File: config.mk
export PLATFORM = sky130hd
export DESIGN_NAME = mem_access_flat
export DESIGN_NICKNAME = d
export VERILOG_FILES = /design/src/rtl/mem_access_if.sv /design/src/rtl/mem_access.sv /design/src/flat_wrapper.sv
export SDC_FILE = /design/constraint.sdc
export NUM_CORES = 1
export LEC_CHECK = 0
export BUFFER_PORTS_ARGS = -buffer_cell sky130_fd_sc_hd__buf_2
export CAP_MARGIN = 20
export CORE_MARGIN = 2
export CORE_UTILIZATION = 25
export CTS_CLUSTER_DIAMETER = 40
export DETAILED_ROUTE_END_ITERATION = 12
export PLACE_DENSITY = 0.63
export SLEW_MARGIN = 10
export SYNTH_ARGS = -nofsm -noshare
export SYNTH_HDL_FRONTEND = slang
export SYNTH_SLANG_ARGS = --single-unit
export TNS_END_PERCENT = 10
File: constraint.sdc
create_clock -name clk -period 4.7 [get_ports clk]
set_input_delay 0.235 -clock clk [delete_from_list [all_inputs] [get_ports clk]]
set_output_delay 0.235 -clock clk [all_outputs]
set_load 0.05 [all_outputs]
File: src/rtl/mem_access_if.sv
// mem_access_if: bundles the upstream execute/memory register, the data-memory
// port and the downstream writeback register used by mem_access.
//   slave  : mem_access side (consumes mem_*, drives dmem_* requests, stall, wb_*)
//   master : environment side (drives mem_*, answers dmem_*, observes wb_*)
interface mem_access_if;
    localparam int unsigned BYTE_W = 8;
    localparam int unsigned WORD_W = 32;

    // upstream execute/memory register
    logic              in_valid;
    logic [BYTE_W-1:0] mem_icode;
    logic [BYTE_W-1:0] mem_stat;
    logic [WORD_W-1:0] mem_vale;
    logic [WORD_W-1:0] mem_vala;
    logic [BYTE_W-1:0] mem_dste;
    logic [BYTE_W-1:0] mem_dstm;
    logic              stall;

    // data-memory port
    logic              dmem_req;
    logic              dmem_we;
    logic [WORD_W-1:0] dmem_addr;
    logic [WORD_W-1:0] dmem_wdata;
    logic [WORD_W-1:0] dmem_rdata;
    logic              dmem_ack;
    logic              dmem_err;

    // downstream writeback register
    logic              wb_valid;
    logic [WORD_W-1:0] wb_vale;
    logic [WORD_W-1:0] wb_valm;
    logic [BYTE_W-1:0] wb_dste;
    logic [BYTE_W-1:0] wb_dstm;
    logic [BYTE_W-1:0] wb_stat;

    modport slave (
        input  in_valid, mem_icode, mem_stat, mem_vale, mem_vala, mem_dste, mem_dstm,
        input  dmem_rdata, dmem_ack, dmem_err,
        output stall, dmem_req, dmem_we, dmem_addr, dmem_wdata,
        output wb_valid, wb_vale, wb_valm, wb_dste, wb_dstm, wb_stat
    );

    modport master (
        output in_valid, mem_icode, mem_stat, mem_vale, mem_vala, mem_dste, mem_dstm,
        output dmem_rdata, dmem_ack, dmem_err,
        input  stall, dmem_req, dmem_we, dmem_addr, dmem_wdata,
        input  wb_valid, wb_vale, wb_valm, wb_dste, wb_dstm, wb_stat
    );
endinterface

File: src/rtl/mem_access.sv
// mem_access: memory stage of a pipelined Y86 core. Non-memory instructions
// (or ones already carrying a fault status) pass straight to the writeback
// register in one cycle; loads/stores issue a data-memory request and stall
// upstream until dmem_ack or until TIMEOUT cycles expire (forced ADR fault).
// Ports:
//   clk, rst : clock, asynchronous active-high reset
//   bus      : mem_access_if.slave (upstream inputs, stall, dmem port, wb_* outputs)
module mem_access #(
    parameter int unsigned TIMEOUT = 16
) (
    input  logic         clk,
    input  logic         rst,
    mem_access_if.slave  bus
);
    localparam int unsigned BYTE_W = 8;
    localparam int unsigned WORD_W = 32;
    localparam int unsigned CNT_W  = $clog2(TIMEOUT) + 1;

    localparam logic [0:0] IDLE   = 1'b0;
    localparam logic [0:0] ACCESS = 1'b1;

    localparam logic [BYTE_W-1:0] STAT_AOK = 8'h01;
    localparam logic [BYTE_W-1:0] STAT_ADR = 8'h03;
    localparam logic [BYTE_W-1:0] REG_NONE = 8'h0F;

    logic [0:0]        state_q, state_d;
    logic [CNT_W-1:0]  cnt_q, cnt_d;
    logic              wb_valid_q, wb_valid_d;
    logic [WORD_W-1:0] wb_vale_q, wb_vale_d;
    logic [WORD_W-1:0] wb_valm_q, wb_valm_d;
    logic [BYTE_W-1:0] wb_dste_q, wb_dste_d;
    logic [BYTE_W-1:0] wb_dstm_q, wb_dstm_d;
    logic [BYTE_W-1:0] wb_stat_q, wb_stat_d;

    logic is_read, is_write, addr_from_a;
    logic accept, timeout, done, fault, in_access;

    // Opcode decode: popl/ret address the stack through valA.
    always_comb begin
        is_read     = 1'b0;
        is_write    = 1'b0;
        addr_from_a = 1'b0;
        case (bus.mem_icode)
            8'h5:    is_read = 1'b1;
            8'h9,
            8'hB:    begin is_read = 1'b1; addr_from_a = 1'b1; end
            8'h4,
            8'hA,
            8'h8:    is_write = 1'b1;
            default: ;
        endcase
    end

    assign in_access = (state_q == ACCESS);
    assign accept    = (state_q == IDLE) && bus.in_valid && (is_read || is_write)
                       && (bus.mem_stat == STAT_AOK);
    assign timeout   = (cnt_q == CNT_W'(TIMEOUT - 1));
    assign done      = in_access && (bus.dmem_ack || timeout);
    // A real ack beats a simultaneous timeout; only then is err meaningful.
    assign fault     = bus.dmem_ack ? bus.dmem_err : 1'b1;

    // Memory port and stall; rst gating keeps stall low while reset is asserted.
    always_comb begin
        bus.dmem_req   = in_access;
        bus.dmem_we    = in_access && is_write;
        bus.dmem_addr  = in_access ? (addr_from_a ? bus.mem_vala : bus.mem_vale) : '0;
        bus.dmem_wdata = in_access ? bus.mem_vala : '0;
        bus.stall      = !rst && (accept || (in_access && !done));
    end

    // Next-state and writeback register contents.
    always_comb begin
        state_d    = state_q;
        cnt_d      = cnt_q;
        wb_valid_d = wb_valid_q;
        wb_vale_d  = wb_vale_q;
        wb_valm_d  = wb_valm_q;
        wb_dste_d  = wb_dste_q;
        wb_dstm_d  = wb_dstm_q;
        wb_stat_d  = wb_stat_q;
        case (state_q)
            IDLE: begin
                if (!bus.in_valid) begin
                    wb_valid_d = 1'b0;
                end else if (accept) begin
                    state_d    = ACCESS;
                    cnt_d      = '0;
                    wb_valid_d = 1'b0;
                end else begin
                    wb_valid_d = 1'b1;
                    wb_vale_d  = bus.mem_vale;
                    wb_valm_d  = '0;
                    wb_dste_d  = bus.mem_dste;
                    wb_dstm_d  = bus.mem_dstm;
                    wb_stat_d  = bus.mem_stat;
                end
            end
            ACCESS: begin
                if (done) begin
                    state_d    = IDLE;
                    cnt_d      = '0;
                    wb_valid_d = 1'b1;
                    wb_vale_d  = bus.mem_vale;
                    if (fault) begin
                        wb_valm_d = '0;
                        wb_dste_d = REG_NONE;
                        wb_dstm_d = REG_NONE;
                        wb_stat_d = STAT_ADR;
                    end else begin
                        wb_valm_d = is_read ? bus.dmem_rdata : '0;
                        wb_dste_d = bus.mem_dste;
                        wb_dstm_d = bus.mem_dstm;
                        wb_stat_d = bus.mem_stat;
                    end
                end else begin
                    cnt_d = cnt_q + CNT_W'(1);
                end
            end
            default: state_d = IDLE;
        endcase
    end

    // State, counter and writeback registers.
    always_ff @(posedge clk or posedge rst) begin
        if (rst) begin
            state_q    <= IDLE;
            cnt_q      <= '0;
            wb_valid_q <= 1'b0;
            wb_vale_q  <= '0;
            wb_valm_q  <= '0;
            wb_dste_q  <= REG_NONE;
            wb_dstm_q  <= REG_NONE;
            wb_stat_q  <= STAT_AOK;
        end else begin
            state_q    <= state_d;
            cnt_q      <= cnt_d;
            wb_valid_q <= wb_valid_d;
            wb_vale_q  <= wb_vale_d;
            wb_valm_q  <= wb_valm_d;
            wb_dste_q  <= wb_dste_d;
            wb_dstm_q  <= wb_dstm_d;
            wb_stat_q  <= wb_stat_d;
        end
    end

    assign bus.wb_valid = wb_valid_q;
    assign bus.wb_vale  = wb_vale_q;
    assign bus.wb_valm  = wb_valm_q;
    assign bus.wb_dste  = wb_dste_q;
    assign bus.wb_dstm  = wb_dstm_q;
    assign bus.wb_stat  = wb_stat_q;
endmodule

File: src/flat_wrapper.sv
// flat-port wrapper written by rule: the top's interface ports become plain ports
module mem_access_flat 
#(
    parameter int unsigned TIMEOUT = 16
)
  (clk, rst, bus_in_valid, bus_mem_icode, bus_mem_stat, bus_mem_vale, bus_mem_vala, bus_mem_dste, bus_mem_dstm, bus_dmem_rdata, bus_dmem_ack, bus_dmem_err, bus_stall, bus_dmem_req, bus_dmem_we, bus_dmem_addr, bus_dmem_wdata, bus_wb_valid, bus_wb_vale, bus_wb_valm, bus_wb_dste, bus_wb_dstm, bus_wb_stat);
  mem_access_if bus_i ();
  input  logic clk;
  input  logic rst;
  input wire logic [$bits(bus_i.in_valid)-1:0] bus_in_valid;
  input wire logic [$bits(bus_i.mem_icode)-1:0] bus_mem_icode;
  input wire logic [$bits(bus_i.mem_stat)-1:0] bus_mem_stat;
  input wire logic [$bits(bus_i.mem_vale)-1:0] bus_mem_vale;
  input wire logic [$bits(bus_i.mem_vala)-1:0] bus_mem_vala;
  input wire logic [$bits(bus_i.mem_dste)-1:0] bus_mem_dste;
  input wire logic [$bits(bus_i.mem_dstm)-1:0] bus_mem_dstm;
  input wire logic [$bits(bus_i.dmem_rdata)-1:0] bus_dmem_rdata;
  input wire logic [$bits(bus_i.dmem_ack)-1:0] bus_dmem_ack;
  input wire logic [$bits(bus_i.dmem_err)-1:0] bus_dmem_err;
  output wire logic [$bits(bus_i.stall)-1:0] bus_stall;
  output wire logic [$bits(bus_i.dmem_req)-1:0] bus_dmem_req;
  output wire logic [$bits(bus_i.dmem_we)-1:0] bus_dmem_we;
  output wire logic [$bits(bus_i.dmem_addr)-1:0] bus_dmem_addr;
  output wire logic [$bits(bus_i.dmem_wdata)-1:0] bus_dmem_wdata;
  output wire logic [$bits(bus_i.wb_valid)-1:0] bus_wb_valid;
  output wire logic [$bits(bus_i.wb_vale)-1:0] bus_wb_vale;
  output wire logic [$bits(bus_i.wb_valm)-1:0] bus_wb_valm;
  output wire logic [$bits(bus_i.wb_dste)-1:0] bus_wb_dste;
  output wire logic [$bits(bus_i.wb_dstm)-1:0] bus_wb_dstm;
  output wire logic [$bits(bus_i.wb_stat)-1:0] bus_wb_stat;
  assign bus_i.in_valid = bus_in_valid;
  assign bus_i.mem_icode = bus_mem_icode;
  assign bus_i.mem_stat = bus_mem_stat;
  assign bus_i.mem_vale = bus_mem_vale;
  assign bus_i.mem_vala = bus_mem_vala;
  assign bus_i.mem_dste = bus_mem_dste;
  assign bus_i.mem_dstm = bus_mem_dstm;
  assign bus_i.dmem_rdata = bus_dmem_rdata;
  assign bus_i.dmem_ack = bus_dmem_ack;
  assign bus_i.dmem_err = bus_dmem_err;
  assign bus_stall = bus_i.stall;
  assign bus_dmem_req = bus_i.dmem_req;
  assign bus_dmem_we = bus_i.dmem_we;
  assign bus_dmem_addr = bus_i.dmem_addr;
  assign bus_dmem_wdata = bus_i.dmem_wdata;
  assign bus_wb_valid = bus_i.wb_valid;
  assign bus_wb_vale = bus_i.wb_vale;
  assign bus_wb_valm = bus_i.wb_valm;
  assign bus_wb_dste = bus_i.wb_dste;
  assign bus_wb_dstm = bus_i.wb_dstm;
  assign bus_wb_stat = bus_i.wb_stat;
  mem_access #(.TIMEOUT(TIMEOUT)) u_core (.clk(clk), .rst(rst), .bus(bus_i));
endmodule
# ---- Word level (Yosys, flattened, before mapping)
# Cells that the tools add are included.
dict set report totals {
  register_bits 95
  inputBits 133
  output_inout_bits 156
  elab_cells 83
}
dict set report op_classes {
  add_sub_neg 1
  eq_ne 12
  n_mux 44
  bitwise 1
  reduce_logical 17
}
# op count
set ops {}
lappend ops {{two-way mux 32 bit} 11}
lappend ops {{one-hot mux 32 bit (2 select lines)} 2}
lappend ops {{two-way mux 8 bit} 12}
lappend ops {{one-hot mux 8 bit (2 select lines)} 3}
lappend ops {{equality test 8 x 4 -> 1 bit, second input constant} 4}
lappend ops {{equality test 8 x 3 -> 1 bit, second input constant} 2}
lappend ops {{two-way mux 5 bit} 3}
lappend ops {{two-way mux 1 bit} 10}
lappend ops {{one-hot mux 5 bit (2 select lines)} 1}
lappend ops {{equality test 8 x 1 -> 1 bit, second input constant} 1}
lappend ops {{logical AND 1 bit} 7}
lappend ops {{inequality test 2 bit, second input constant} 3}
lappend ops {{OR reduction 3 bit} 2}
lappend ops {{adder 5 x 1 -> 5 bit, second input constant} 1}
lappend ops {{equality test 5 x 4 -> 1 bit, second input constant} 1}
lappend ops {{one-hot mux 1 bit (2 select lines)} 2}
lappend ops {{logical OR 1 bit} 3}
lappend ops {{AND reduction 3 bit} 1}
lappend ops {{logical NOT 1 bit} 2}
lappend ops {{inequality test 2 x 1 -> 1 bit, second input constant} 1}
lappend ops {{AND reduction 2 bit} 1}
lappend ops {{OR reduction 2 bit} 1}
lappend ops {{inverter 1 bit} 1}

# ---- Depth between registers and ports, before layout
dict set report depth {
  depth_word 9
  depth_mapped 8
  mapped_depth_nobuf 7
}

# ---- Least setup slack after synthesis
# OpenSTA, ideal clock, no wires.
dict set report synth_path {
  path_type {reg2out}
  start {register u_core.state_q (netlist: u_core.bus.dmem_req)}
  end {output port bus_dmem_addr[10]}
  arrival_time_ns 2.454
  path_slack_ns 2.011
  stages_incl_launch_ff 5
  path_cell_list {dfrtp_1 > buf_6 > clkbuf_1 > clkbuf_1 > a21boi_0}
}
dict set report synth_via {
  elab_chain_cells 1
}
# element line_no
set synth_rtl {}
lappend synth_rtl {{from (decl)} mem_access.sv:26} ;# logic [0:0] state_q, state_d;
lappend synth_rtl {{from (signal assigned)} mem_access.sv:135} ;# state_q <= state_d;
lappend synth_rtl {{two-way mux 32 bit} mem_access.sv:66} ;# bus.dmem_addr = in_access ? (addr_from_a ? bus.mem_vala : bus.mem_vale) : '0;
lappend synth_rtl {{to (decl)} flat_wrapper.sv:23} ;# output wire logic [$bits(bus_i.dmem_addr)-1:0] bus_dmem_addr;
# No other way between the ends.

# ---- Worst setup path in the final report
dict set report layout_path {
  start {register u_core.state_q (netlist: u_core.bus.dmem_req)}
  end {register u_core.wb_vale_q[23] (netlist: u_core.bus.wb_vale[23])}
}
dict set report layout_via {
  elab_chain_cells 6
}
# element line_no
set layout_rtl {}
lappend layout_rtl {{inverter 1 bit} {mem_access.sv:55, mem_access.sv:81}}
lappend layout_rtl {{logical AND 1 bit (2 in a row)} mem_access.sv:55} ;# assign accept = (state_q == IDLE) && bus.in_valid && (is_read || is_write)
lappend layout_rtl {{logical AND 1 bit} mem_access.sv:56} ;# && (bus.mem_stat == STAT_AOK);
lappend layout_rtl {{inequality test 2 bit (no source line)} -}
lappend layout_rtl {{AND reduction 3 bit (no source line)} -}
lappend layout_rtl {{to (signal assigned)} mem_access.sv:138} ;# wb_vale_q <= wb_vale_d;
lappend layout_rtl {{to (decl)} mem_access.sv:29} ;# logic [WORD_W-1:0] wb_vale_q, wb_vale_d;
# Several ways; a longest one is shown, not always the timed one.
# A chain may end at the register's enable or synchronous reset.

==> results.md <==
- Asr flop ratio synth: 100%
- Critical Path RT: 4930 ps
- Worst slew margin: 27.5%
- Worst Path Arrival: 3330 ps
- Clk sinks: 95
- Cells after Synth: 388
- F_max: 0.323 GHz
- H-tree Lvls: 3
- Status: finished clean
- Area delta synth->final: 43.2%
- Yosys top cell area share: 47.9%
- Pin count of the biggest net entering global routing: 74
- Vias in the first global route: 4058
- # setup viols final: 0
- Post-CTS Resized: 0
- Drc violations: 0
- Total GRT Usage: 14.0%
- Post-route setup TNS: 0 ps
- Unrepaired setup endpoints after global routing: false
- Leading cell type in the layout, fill and taps excluded: buf_2
- First-pass GRT wire length: 21600 µm
- I/O Buffers: 288
- TritonCTS Buffers: 9
- Initial Util: 25.3%
- Vias post-DR: 4053
- Pre-CTS WS: 1500 ps
- Detailed-placement wirelength estimate: 10400 µm
- Die area: 19100 µm²
- Leakage power: 3.46 nW
- Worst-path clk slew: 70 ps
- Post-route insts no fill: 900
- Fin Hold WS: 103 ps
- CTS root buf: clkbuf_16
- Largest area contributor in the netlist: dfrtp_1
- Minimum clock period: 3100 ps
- Reg2reg end: u_core.bus.wb_vale[23]$_DFFE_PP0P_
- Worst hold path class: in -> reg
- CTS tree: built
- Synth unique cells: 39
- Yosys warns: 0
- Crit-path max FO: 73
- DIE WIDTH: 138 µm
- Kind of critical path: reg -> reg
- Worst Setup Start Kind: flip-flop
- Tcrit/Tclk final: 65.9%
- Clock latency on the worst-skew pair: 340 ps
- Critical path origin: u_core.bus.dmem_req$_DFF_PP0_
- Power per cell area: 312 nW/µm²
- Worst R2R Start: u_core.bus.dmem_req$_DFF_PP0_
- Most frequent cells in the layout: buf_2, dfrtp_1, nand2_1
- Hold Violations, Final: 0
- Dpl cells: 882
- Max Clock Skew: 10.6 ps
- Initial antenna violation count: 0
- Mapped cell area: 4490 µm²
- Dominant cells by area after synthesis: dfrtp_1, a22o_1, nand2_1
- Proportion of layout cells with a drive suffix above 1: 52.3%
- DRT Pass-1 Iters: 4
- Reg-to-reg slack, setup: 1600 ps
- WL final: 13600 µm
- Yosys reg bits: 95
- Drt first-iter violations: 132
- Row count: 49
- Nets: 801
- Gr ovfl total: 0
- Post-DRT Antenna Nets: 0
- CP Capture Type: flip-flop
- Least-Margin Pin Slew: 1090 ps
- GP Congestion: 0.795
- Peak VDD IR: 127 µV
- Crit path capture: u_core.bus.wb_vale[23]$_DFFE_PP0P_
- Max-cap violations: 0
- Slew Viols, Final: 0
- Worst Slack Setup Final: 1600 ps
- Chip height: 138 µm
- Worst reg2reg path depth: 5
- Antenna cells: 0
- Vias per cell: 4.50
- Prevailing post-synth register cell: dfrtp_1
- Syn avg cell area: 11.6 µm²
- Sequential fraction of the synthesis area: 53.1%
- Avg WL per Cell: 15.1 µm
- Num ports: 289
- Core Region: 17800 µm²
- Syn nets: 523
- CTS max path bufs: 2
- EDFF count, synth: 0
- Post-layout util: 36.2%
==> routing by layer <==
| metal | GRT usage, % | share of wire [%] |
|---|---|---|
| met1 | 18.0 | 43 |
| met2 | 23.6 | 48 |
| met3 | 3.29 | 8.0 |
| met4 | 4.35 | 1.2 |
| met5 | 0 | 0 |
==> worst max-delay path: stages, from the launching register on <==
cell and delay, ps:
dfrtp_2 740, nor4b_4 490, nand3_2 150, o21ai_4 780, buf_4 430, mux2_1 350
==> worst min-delay path by stage <==
| stage | slack [ps] | cells after the start | end | startpoint |
|---|---|---|---|---|
| 3_5_place_dp | 300 | 2 | u_core.bus.wb_valid$_DFFE_PP0P_ | rst |
| 2_1_floorplan | 360 | 1 | u_core.bus.wb_stat[1]$_DFFE_PP0P_ | bus_mem_stat[1] |
| 6_report | 100 | 2 | u_core.bus.wb_dste[7]$_DFFE_PP0P_ | bus_mem_dste[7] |
| 4_1_cts | 80 | 2 | u_core.bus.wb_dste[3]$_DFFE_PP1P_ | bus_mem_dste[3] |
| 5_1_grt | 90 | 2 | u_core.bus.wb_dstm[5]$_DFFE_PP0P_ | bus_mem_dstm[5] |
| 3_3_place_gp | 300 | 2 | u_core.bus.wb_valid$_DFFE_PP0P_ | rst |
==> registers in the layout, indices dropped and copies added (netlist names) <==
signal	flops
u_core.bus.wb_dstm	8
u_core.bus.dmem_req	1
u_core.bus.wb_stat	8
u_core.bus.wb_valid	1
u_core.cnt_q	5
u_core.bus.wb_vale	32
u_core.bus.wb_valm	32
u_core.bus.wb_dste	8
==> report_power, final <==
part | leakage, nW | internal [mW] | switching (mW) | total [mW]
Sequential | 1.19 | 0.869 | 0.0248 | 0.893
Clock | 0.134 | 0.381 | 0.339 | 0.720
Combinational | 2.14 | 0.122 | 0.274 | 0.396
Total | 3.46 | 1.37 | 0.638 | 2.01
==> area by class of cell <==
class / instances / area (µm²)
fill: 1821 / 11300
sequential: 95 / 2390
multi-input combinational: 263 / 1960
timing repair buffer: 295 / 1500
tap: 229 / 287
clock buffer: 10 / 239
clock inverter: 6 / 51.3
inverter: 2 / 10.0
==> stage by stage <==
step | total power, mW | area [µm²]
3_5_place_dp | 1.31 | 6120
2_1_floorplan | 1.16 | 4490
5_1_grt | 2.10 | 6440
4_1_cts | 2.05 | 6420
6_report | 2.01 | 6440
3_3_place_gp | 1.31 | 6120
==> cell usage after synthesis, drive strengths merged, types with 2 or more instances <==
| master | number |
|---|---|
| dfrtp | 86 |
| nand2 | 68 |
| a22o | 48 |
| a21boi | 34 |
| mux2 | 34 |
| and2 | 32 |
| buf | 16 |
| clkbuf | 12 |
| o22a | 10 |
| dfstp | 9 |
| nor2 | 6 |
| and3 | 4 |
| nand3 | 4 |
| nor2b | 3 |
| nor3b | 3 |
| o21ai | 3 |
| a21oi | 2 |
| ha | 2 |
| inv | 2 |
| nor4 | 2 |
==> timing repair <==
item                                   CTS  global route
setup buffers                            0             0
endpoints found under the hold margin   35             0
hold buffers                             1             0
==> kinds of logic after synthesis <==
logic type	after synthesis	synth area share, %
buf+inv	30	3.51
xor+xnor	1	0.195
compound gates	101	18.8
fa+ha+maj	2	0.557
flops	95	53.1
simple gates	125	14.5
mux	34	9.35
Note: power is estimated with default switching activity, not from simulation.
